### src/rtl/program_loader_if.sv
// Bundles the loader's control, byte-stream and instruction-memory-write
// signals. The loader itself uses the slave modport; whoever drives the byte
// stream and observes status uses the master modport.
interface program_loader_if #(
  parameter int ADDR_W = 8
);
  // control from the system
  logic              start;
  logic [ADDR_W:0]   word_count;
  // byte stream (valid/ready)
  logic              byte_valid;
  logic [7:0]        byte_data;
  logic              byte_ready;
  // instruction memory write port
  logic              im_we;
  logic [ADDR_W-1:0] im_addr;
  logic [31:0]       im_wdata;
  // status and core reset
  logic              cpu_rst;
  logic              busy;
  logic              done;
  logic              error;

  modport slave (
    input  start, word_count, byte_valid, byte_data,
    output byte_ready, im_we, im_addr, im_wdata, cpu_rst, busy, done, error
  );

  modport master (
    output start, word_count, byte_valid, byte_data,
    input  byte_ready, im_we, im_addr, im_wdata, cpu_rst, busy, done, error
  );
endinterface

### src/rtl/program_loader.sv
// Fills the instruction memory from a byte stream before the CPU core runs.
// Bytes are packed little-endian into 32-bit words, written to word addresses
// 0,1,2,... and the core is held in reset until the requested number of words
// has been written. A stalled stream (TIMEOUT idle cycles) aborts the load.
module program_loader #(
  parameter int ADDR_W  = 8,
  parameter int TIMEOUT = 1024
) (
  input  logic             clk,
  input  logic             rst,
  program_loader_if.slave  bus
);

  localparam int TW = $clog2(TIMEOUT + 1);

  // Largest loadable count: the whole memory, 2^ADDR_W words.
  localparam logic [ADDR_W:0]   MAX_CNT    = {1'b1, {ADDR_W{1'b0}}};
  localparam logic [ADDR_W:0]   ONE_CNT    = 1;
  localparam logic [ADDR_W-1:0] ONE_ADDR   = 1;
  localparam logic [TW-1:0]     ONE_TIMER  = 1;
  localparam logic [TW-1:0]     TIMER_LAST = TIMEOUT - 1;

  typedef enum logic [2:0] {
    S_IDLE,
    S_LOAD,
    S_WRITE,
    S_DONE,
    S_ERR
  } state_t;

  state_t            state_q, state_d;
  logic [ADDR_W:0]   cnt_q, cnt_d;
  logic [ADDR_W-1:0] addr_q, addr_d;
  logic [31:0]       wdata_q, wdata_d;
  logic [1:0]        idx_q, idx_d;
  logic [TW-1:0]     timer_q, timer_d;

  logic [ADDR_W:0]   cnt_clamped;
  logic              last_word;

  // Requested word count, limited so the address counter never has to wrap.
  assign cnt_clamped = (bus.word_count > MAX_CNT) ? MAX_CNT : bus.word_count;
  // The word currently being written is the final one of this load.
  assign last_word   = ({1'b0, addr_q} == (cnt_q - ONE_CNT));

  // Next-state and datapath updates for the load sequence.
  always_comb begin
    state_d = state_q;
    cnt_d   = cnt_q;
    addr_d  = addr_q;
    wdata_d = wdata_q;
    idx_d   = idx_q;
    timer_d = timer_q;

    case (state_q)
      // IDLE, DONE and ERR all accept a new load; rst has priority via the
      // flop block, so a coincident start is simply lost.
      S_IDLE, S_DONE, S_ERR: begin
        if (bus.start) begin
          cnt_d   = cnt_clamped;
          addr_d  = '0;
          idx_d   = '0;
          timer_d = '0;
          state_d = (cnt_clamped == '0) ? S_DONE : S_LOAD;
        end
      end

      S_LOAD: begin
        // byte_ready is high throughout LOAD, so valid alone is a transfer.
        if (bus.byte_valid) begin
          wdata_d[8*idx_q +: 8] = bus.byte_data;
          idx_d   = idx_q + 2'd1;
          timer_d = '0;
          if (idx_q == 2'd3) begin
            state_d = S_WRITE;
          end
        end else if (timer_q == TIMER_LAST) begin
          // Partial word is abandoned; earlier words stay in memory.
          state_d = S_ERR;
        end else begin
          timer_d = timer_q + ONE_TIMER;
        end
      end

      S_WRITE: begin
        // Single write cycle; the address only advances if more words follow,
        // so it rests on the last written address when the load completes.
        if (last_word) begin
          state_d = S_DONE;
        end else begin
          addr_d  = addr_q + ONE_ADDR;
          idx_d   = '0;
          timer_d = '0;
          state_d = S_LOAD;
        end
      end

      default: begin
        state_d = S_IDLE;
      end
    endcase
  end

  // State and datapath registers with synchronous reset.
  always_ff @(posedge clk) begin
    if (rst) begin
      state_q <= S_IDLE;
      cnt_q   <= '0;
      addr_q  <= '0;
      wdata_q <= '0;
      idx_q   <= '0;
      timer_q <= '0;
    end else begin
      state_q <= state_d;
      cnt_q   <= cnt_d;
      addr_q  <= addr_d;
      wdata_q <= wdata_d;
      idx_q   <= idx_d;
      timer_q <= timer_d;
    end
  end

  // Status and handshake outputs are pure decodes of the state register, so
  // there is no path from byte_valid to byte_ready.
  assign bus.byte_ready = (state_q == S_LOAD);
  assign bus.im_we      = (state_q == S_WRITE);
  assign bus.im_addr    = addr_q;
  assign bus.im_wdata   = wdata_q;
  assign bus.busy       = (state_q == S_LOAD) || (state_q == S_WRITE);
  assign bus.done       = (state_q == S_DONE);
  assign bus.error      = (state_q == S_ERR);
  assign bus.cpu_rst    = (state_q != S_DONE);

endmodule

### src/flat_wrapper.sv
// flat-port wrapper written by rule: the top's interface ports become plain ports
module program_loader_flat 
#(
  parameter int ADDR_W  = 8,
  parameter int TIMEOUT = 1024
)
  (clk, rst, bus_start, bus_word_count, bus_byte_valid, bus_byte_data, bus_byte_ready, bus_im_we, bus_im_addr, bus_im_wdata, bus_cpu_rst, bus_busy, bus_done, bus_error);
  program_loader_if #(.ADDR_W(ADDR_W)) bus_i ();
  input  logic clk;
  input  logic rst;
  input wire logic [$bits(bus_i.start)-1:0] bus_start;
  input wire logic [$bits(bus_i.word_count)-1:0] bus_word_count;
  input wire logic [$bits(bus_i.byte_valid)-1:0] bus_byte_valid;
  input wire logic [$bits(bus_i.byte_data)-1:0] bus_byte_data;
  output wire logic [$bits(bus_i.byte_ready)-1:0] bus_byte_ready;
  output wire logic [$bits(bus_i.im_we)-1:0] bus_im_we;
  output wire logic [$bits(bus_i.im_addr)-1:0] bus_im_addr;
  output wire logic [$bits(bus_i.im_wdata)-1:0] bus_im_wdata;
  output wire logic [$bits(bus_i.cpu_rst)-1:0] bus_cpu_rst;
  output wire logic [$bits(bus_i.busy)-1:0] bus_busy;
  output wire logic [$bits(bus_i.done)-1:0] bus_done;
  output wire logic [$bits(bus_i.error)-1:0] bus_error;
  assign bus_i.start = bus_start;
  assign bus_i.word_count = bus_word_count;
  assign bus_i.byte_valid = bus_byte_valid;
  assign bus_i.byte_data = bus_byte_data;
  assign bus_byte_ready = bus_i.byte_ready;
  assign bus_im_we = bus_i.im_we;
  assign bus_im_addr = bus_i.im_addr;
  assign bus_im_wdata = bus_i.im_wdata;
  assign bus_cpu_rst = bus_i.cpu_rst;
  assign bus_busy = bus_i.busy;
  assign bus_done = bus_i.done;
  assign bus_error = bus_i.error;
  program_loader #(.ADDR_W(ADDR_W), .TIMEOUT(TIMEOUT)) u_core (.clk(clk), .rst(rst), .bus(bus_i));
endmodule
### config.mk
export PLATFORM = sky130hd
export DESIGN_NAME = program_loader_flat
export DESIGN_NICKNAME = d
export VERILOG_FILES = /design/src/rtl/program_loader_if.sv /design/src/rtl/program_loader.sv /design/src/flat_wrapper.sv
export SDC_FILE = /design/constraint.sdc
export NUM_CORES = 1
export LEC_CHECK = 0
export BUFFER_PORTS_ARGS = -buffer_cell sky130_fd_sc_hd__buf_2
export CAP_MARGIN = 20
export CORE_MARGIN = 5
export CORE_UTILIZATION = 49
export DETAILED_ROUTE_END_ITERATION = 6
export PLACE_DENSITY = 0.87
export RECOVER_POWER = 50
export SLEW_MARGIN = 10
export SYNTH_ARGS = -nofsm -noshare
export SYNTH_HDL_FRONTEND = slang
export SYNTH_SLANG_ARGS = --single-unit
### constraint.sdc
create_clock -name clk -period 2.3 [get_ports clk]
set_clock_uncertainty 0.1 [all_clocks]
set_input_delay 0.115 -clock clk [delete_from_list [all_inputs] [get_ports clk]]
set_output_delay 0.115 -clock clk [all_outputs]
set_load 0.01 [all_outputs]
# [After elaboration in Yosys (flattened, before gate mapping)]
# Index checks and enable logic that the tools add are counted.
[classes] add_sub_neg=5 order_cmp=1 n_eq_ne=14 n_shift=2 muxes=21 reduce_logical=12
[ops] cell="$mux W11" n=4
[ops] cell="$neg A5 Y34" n=1
[ops] cell="$shift A8 B34 Y32 const A" n=1
[ops] cell="$shiftx A8 B34 Y32" n=1
[ops] cell="$pmux W11 S3" n=1
[ops] cell="$bwmux W32" n=1
[ops] cell="$mux W8" n=2
[ops] cell="$pmux W8 S2" n=1
[ops] cell="$mux W3" n=4
[ops] cell="$add A11 B1 Y11 const B" n=1
[ops] cell="$eq A11 B10 Y1 const B" n=1
[ops] cell="$mux W2" n=5
[ops] cell="$eq A8 B9 Y1" n=1
[ops] cell="$gt A9 B9 Y1 const B" n=1
[ops] cell="$logic_not A9 Y1" n=1
[ops] cell="$mux W9" n=1
[ops] cell="$ne A3 B2 Y1 const B" n=3
[ops] cell="$pmux W3 S3" n=1
[ops] cell="$sub A9 B1 Y9 const B" n=1
[ops] cell="$add A8 B1 Y8 const B" n=1
[ops] cell="$reduce_and A4 Y1" n=2
[ops] cell="$eq A3 B2 Y1 const B" n=2
[ops] cell="$ne A2 B2 Y1 const B" n=3
[ops] cell="$pmux W2 S3" n=1
[ops] cell="12 further kinds" n=14
[totals] reg_bits=65 inputBits=21 wordCells=61

# [Logic depth before layout (Yosys ltp)]
[depth] ltp_word=6 mapped_depth=11 ltp_nobuf=8

# [Least setup slack after synthesis]
# OpenSTA, ideal clock, no wires.
[synth_path] path_type="register to register" from="reg u_core.cnt_q[0]" to="reg u_core.addr_q[4] (netlist: u_core.bus.im_addr[4])" setup_time_ns=0.071 t_arrival_ns=2.117 slack_ns=0.013 stages_incl_launch_ff=8 n_path_buf=1 synth_period_minus_slack_ns=2.287 cell_sequence="dfxtp_1 -> or4_1 -> o221ai_1 -> nand2_1 -> o2111a_2 -> buf_6 -> or4_1 -> a21oi_1"
[synth_between] elab_chain_cells=4
[synth_lines] item="start: declaration" line="program_loader.sv:32" source="logic [ADDR_W:0] cnt_q, cnt_d;"
[synth_lines] item="start signal: assignment" line="program_loader.sv:115" source="cnt_q <= cnt_d;"
[synth_lines] item="$sub A9 B1 Y9" line="program_loader.sv:44" source="assign last_word = ({1'b0, addr_q} == (cnt_q - ONE_CNT));"
[synth_lines] item="$eq A8 B9 Y1" line="program_loader.sv:44"
[synth_lines] item="$ne A2 B2 Y1 (no line)"
[synth_lines] item="$reduce_and A3 Y1 (no line)"
[synth_lines] item="end signal: assignment" line="program_loader.sv:116" source="addr_q <= addr_d;"
[synth_lines] item="end: declaration" line="program_loader.sv:33" source="logic [ADDR_W-1:0] addr_q, addr_d;"
# Every way passes these cells.
# A chain may end at the register's enable or synchronous reset.

# [Final worst setup path]
[layout_path] from="reg u_core.cnt_q[2]" to="reg u_core.addr_q[2] (netlist: u_core.bus.im_addr[2])"
# The elaborated chain is that of the path after synthesis.

==> impl_metrics.toml <==
[layout]
fillers = 534
multiInputGateArea_sq_um = 1900
area_growth_pct = 28.3
antennaDiodeCount = 0
final_util = 0.648
drive_gt1_frac = 0.190
nets = 527
seq_area_sq_um = 1310

[power]
p_comb_frac = 0.248
total_power_w = 0.00287
swShare = 0.326
p_seq_frac = 0.426
switchingPower_w = 0.000935
intPower_w = 0.00193
clockPowerShare = 0.326
vdd_drop_max_mv = 0.492
p_leak_nw = 1.46
power_density_nw_per_um2 = 697

[floorplanning]
die_w_microns = 90.9
die-area_sq_um = 8270
coreArea_sq_um = 6350
initial_core_util = 0.505
row_count = 29
die_h_microns = 90.9
ios = 67

[synthesis]
syn_inst = 407
netlist_area_sq_um = 3210
ys_ff_latch = 65
ys_warn_count = 0
postSynthNetCount = 437
yosysTopAreaCellShare = 0.406
ys_top_cells_by_count = "65 x dfxtp_1, 58 x a21oi_1, 52 x nand2_1"
ys_types = 48
syn_area_per_cell_sq_um = 7.88
synth_ff_type = "dfxtp_1"
synth_edf_count = 0
yosysSeqAreaShare = 0.406
synth_area_leaders = "dfxtp_1 41%, a21oi_1 9.0%, nand3_1 7.3%"
yosysMostFrequentCell = "dfxtp_1"
synth-async-reset-ratio = 0
netlist.top_cell.by_area = "dfxtp_1"

[sta]
rsz0062_at_grt = "true"
drv_slew = 0
fin_ws_ns = -0.118
finalHoldViolCount = 0
max_freq_mhz = 414
timing.slew.headroom = 0.351
tightest_slew_ns = 0.974
hold_ws_ns = 0.0233
period_share = 1.05
setup_tns_ns = -0.803
setup_viol = 16
fin_crit_ns = 2.42

[critical_path]
worstPathCellList = "or4_1 > o221ai_1 > nand2_1 > o2111a_2 > buf_6 > or4_1 > a21oi_2"
worst_setup_path_end_kind = "flop"
critPathKind = "flop to flop"
slowest_delay_ns = 0.52
path_buf_inv = 1
crit_required_ns = 2.48
startpoint_type = "flop"
critPathMaxFanout = 7
crit_arrival_ns = 2.59
crit_path_top_delay_cell = "or4_1"
crit_top_cell = "or4_1"
cp_top_family = "simple AND/OR/NAND/NOR gates"

[place]
dpl.hpwl_mm = 6.15
numPortBuffers = 66
place.gp.congestion = 0.936

[outcome]
status = "complete, but fails checks"
violations = "negative setup slack"

[route]
drtIter0Drc = 211
drc = 0
drt_wl_total_mm = 9.39
firstDrtPassIters = 5
viasPerCell = 5.97
post_drt_wl_per_cell_microns = 16.2
antenna_left = 0
num_vias = 3450

[clock_tree]
clk_latency_ns = 0.34
cts_tree = "built"
cts.clk_slew.worst_paths_ns = 0.07
htree_levels = 3
cts_buffer_depth = 2
cts_made_buffers = 9
cts-root-buf = "clkbuf_8"
cts_sinks = 65

[global_routing]
grt_pass1_vias = 3146
grt_use_total = 0.211
grt-ovfl-total = 0
grt_max_degree = 40
antenna_found_initial = 0
grt_first_pass_wirelength_mm = 14.6

[hold_path]
hold_path_class = "primary input to flop"

[run]
cap_violations = 0
-- stage by stage --
stage	instance area, sq um	worst slack [ns]	std cells
CTS	4020	-0.0724	575
finish	4120	-0.118	578
floorplan	3210	0.0125	407
detailed placement	3710	-0.0996	548
global placement	3710	-0.0626	548
global route	4120	-0.139	578
-- state kept, by name, summed over array words and instances (netlist names) --
| name | flops |
|---|---|
| u_core.state_q | 3 |
| u_core.cnt_q | 9 |
| u_core.timer_q | 11 |
| u_core.bus.im_addr | 8 |
| u_core.idx_q | 2 |
| u_core.bus.im_wdata | 32 |
-- placed cells by master, fill, tap and decap left out, types with 7 or more instances in the layout --
| cell type | n |
|---|---|
| nor3b_1 | 13 |
| nand2_1 | 51 |
| dlygate4sd3_1 | 8 |
| inv_1 | 8 |
| buf_2 | 26 |
| o21ai_0 | 7 |
| buf_4 | 19 |
| o31ai_1 | 7 |
| nor2_1 | 25 |
| clkbuf_8 | 9 |
| clkbuf_1 | 43 |
| nor3_1 | 7 |
| ha_1 | 8 |
| nand3_1 | 47 |
| a21oi_1 | 52 |
| dfxtp_1 | 62 |
-- logic make-up after synthesis --
logic type,synth area share
AND/OR/NAND/NOR,0.316
AO/OA/AOI/OAI,0.168
flip-flops,0.406
buffers and inverters,0.0409
adder cells (fa/ha/maj),0.0351
XOR/XNOR,0.0218
multiplexers,0.0125
-- per-layer routing --
metal | vias to the layer above | share of wire | wire (microns) | GRT usage
li1 | 1646 | - | - | -
met1 | 1609 | 0.40 | 3790 | 0.263
met2 | 158 | 0.48 | 4490 | 0.336
met3 | 37 | 0.084 | 792 | 0.0633
met4 | 0 | 0.033 | 309 | 0.0917
met5 | - | 0 | 0 | 0
-- power groups by stage --
stage	clock network [W]	registers, W	logic, W
after global routing	0.00100	0.00123	0.000776
final	0.000935	0.00122	0.000711
after CTS	0.000945	0.00122	0.000670
after global placement	0	0.00124	0.000628
after floorplan	0	0.00124	0.000415
after detailed placement	0	0.00124	0.000650
-- final timing paths --
path | slack (ns) | endpoint | cells past startpoint | start
max reg2reg | -0.12 | u_core.bus.im_addr[2] | 7 | u_core.cnt_q[2]
max | -0.12 | u_core.bus.im_addr[2] | 7 | u_core.cnt_q[2]
min | 0.02 | u_core.cnt_q[5] | 2 | rst
min reg2reg | 0.35 | u_core.bus.im_wdata[21] | 2 | u_core.bus.im_wdata[21]
-- worst register-to-register path, cell delays in order (launching register included) --
cell	delay [ns]
dfxtp_2	0.32
or4_1	0.52
o221ai_1	0.20
nand2_1	0.08
o2111a_2	0.35
buf_6	0.17
or4_1	0.48
a21oi_2	0.13
-- final cells by class --
type	count	area share
clock inverter	6	0.0146
clock buffer	9	0.0301
multi-input combinational	310	0.461
inverter	8	0.00730
sequential	65	0.317
timing repair buffer	103	0.146
tap	77	0.0234
-- repair_timing --
action	CTS	global route
endpoints found under the hold margin	30	0
endpoints found under the setup margin	12	19
gates cloned	0	2
hold buffers	8	0
buffers inserted	4	1
resized for setup	4	35
pin swaps	5	28
Note: power is estimated with default switching activity, not from simulation.
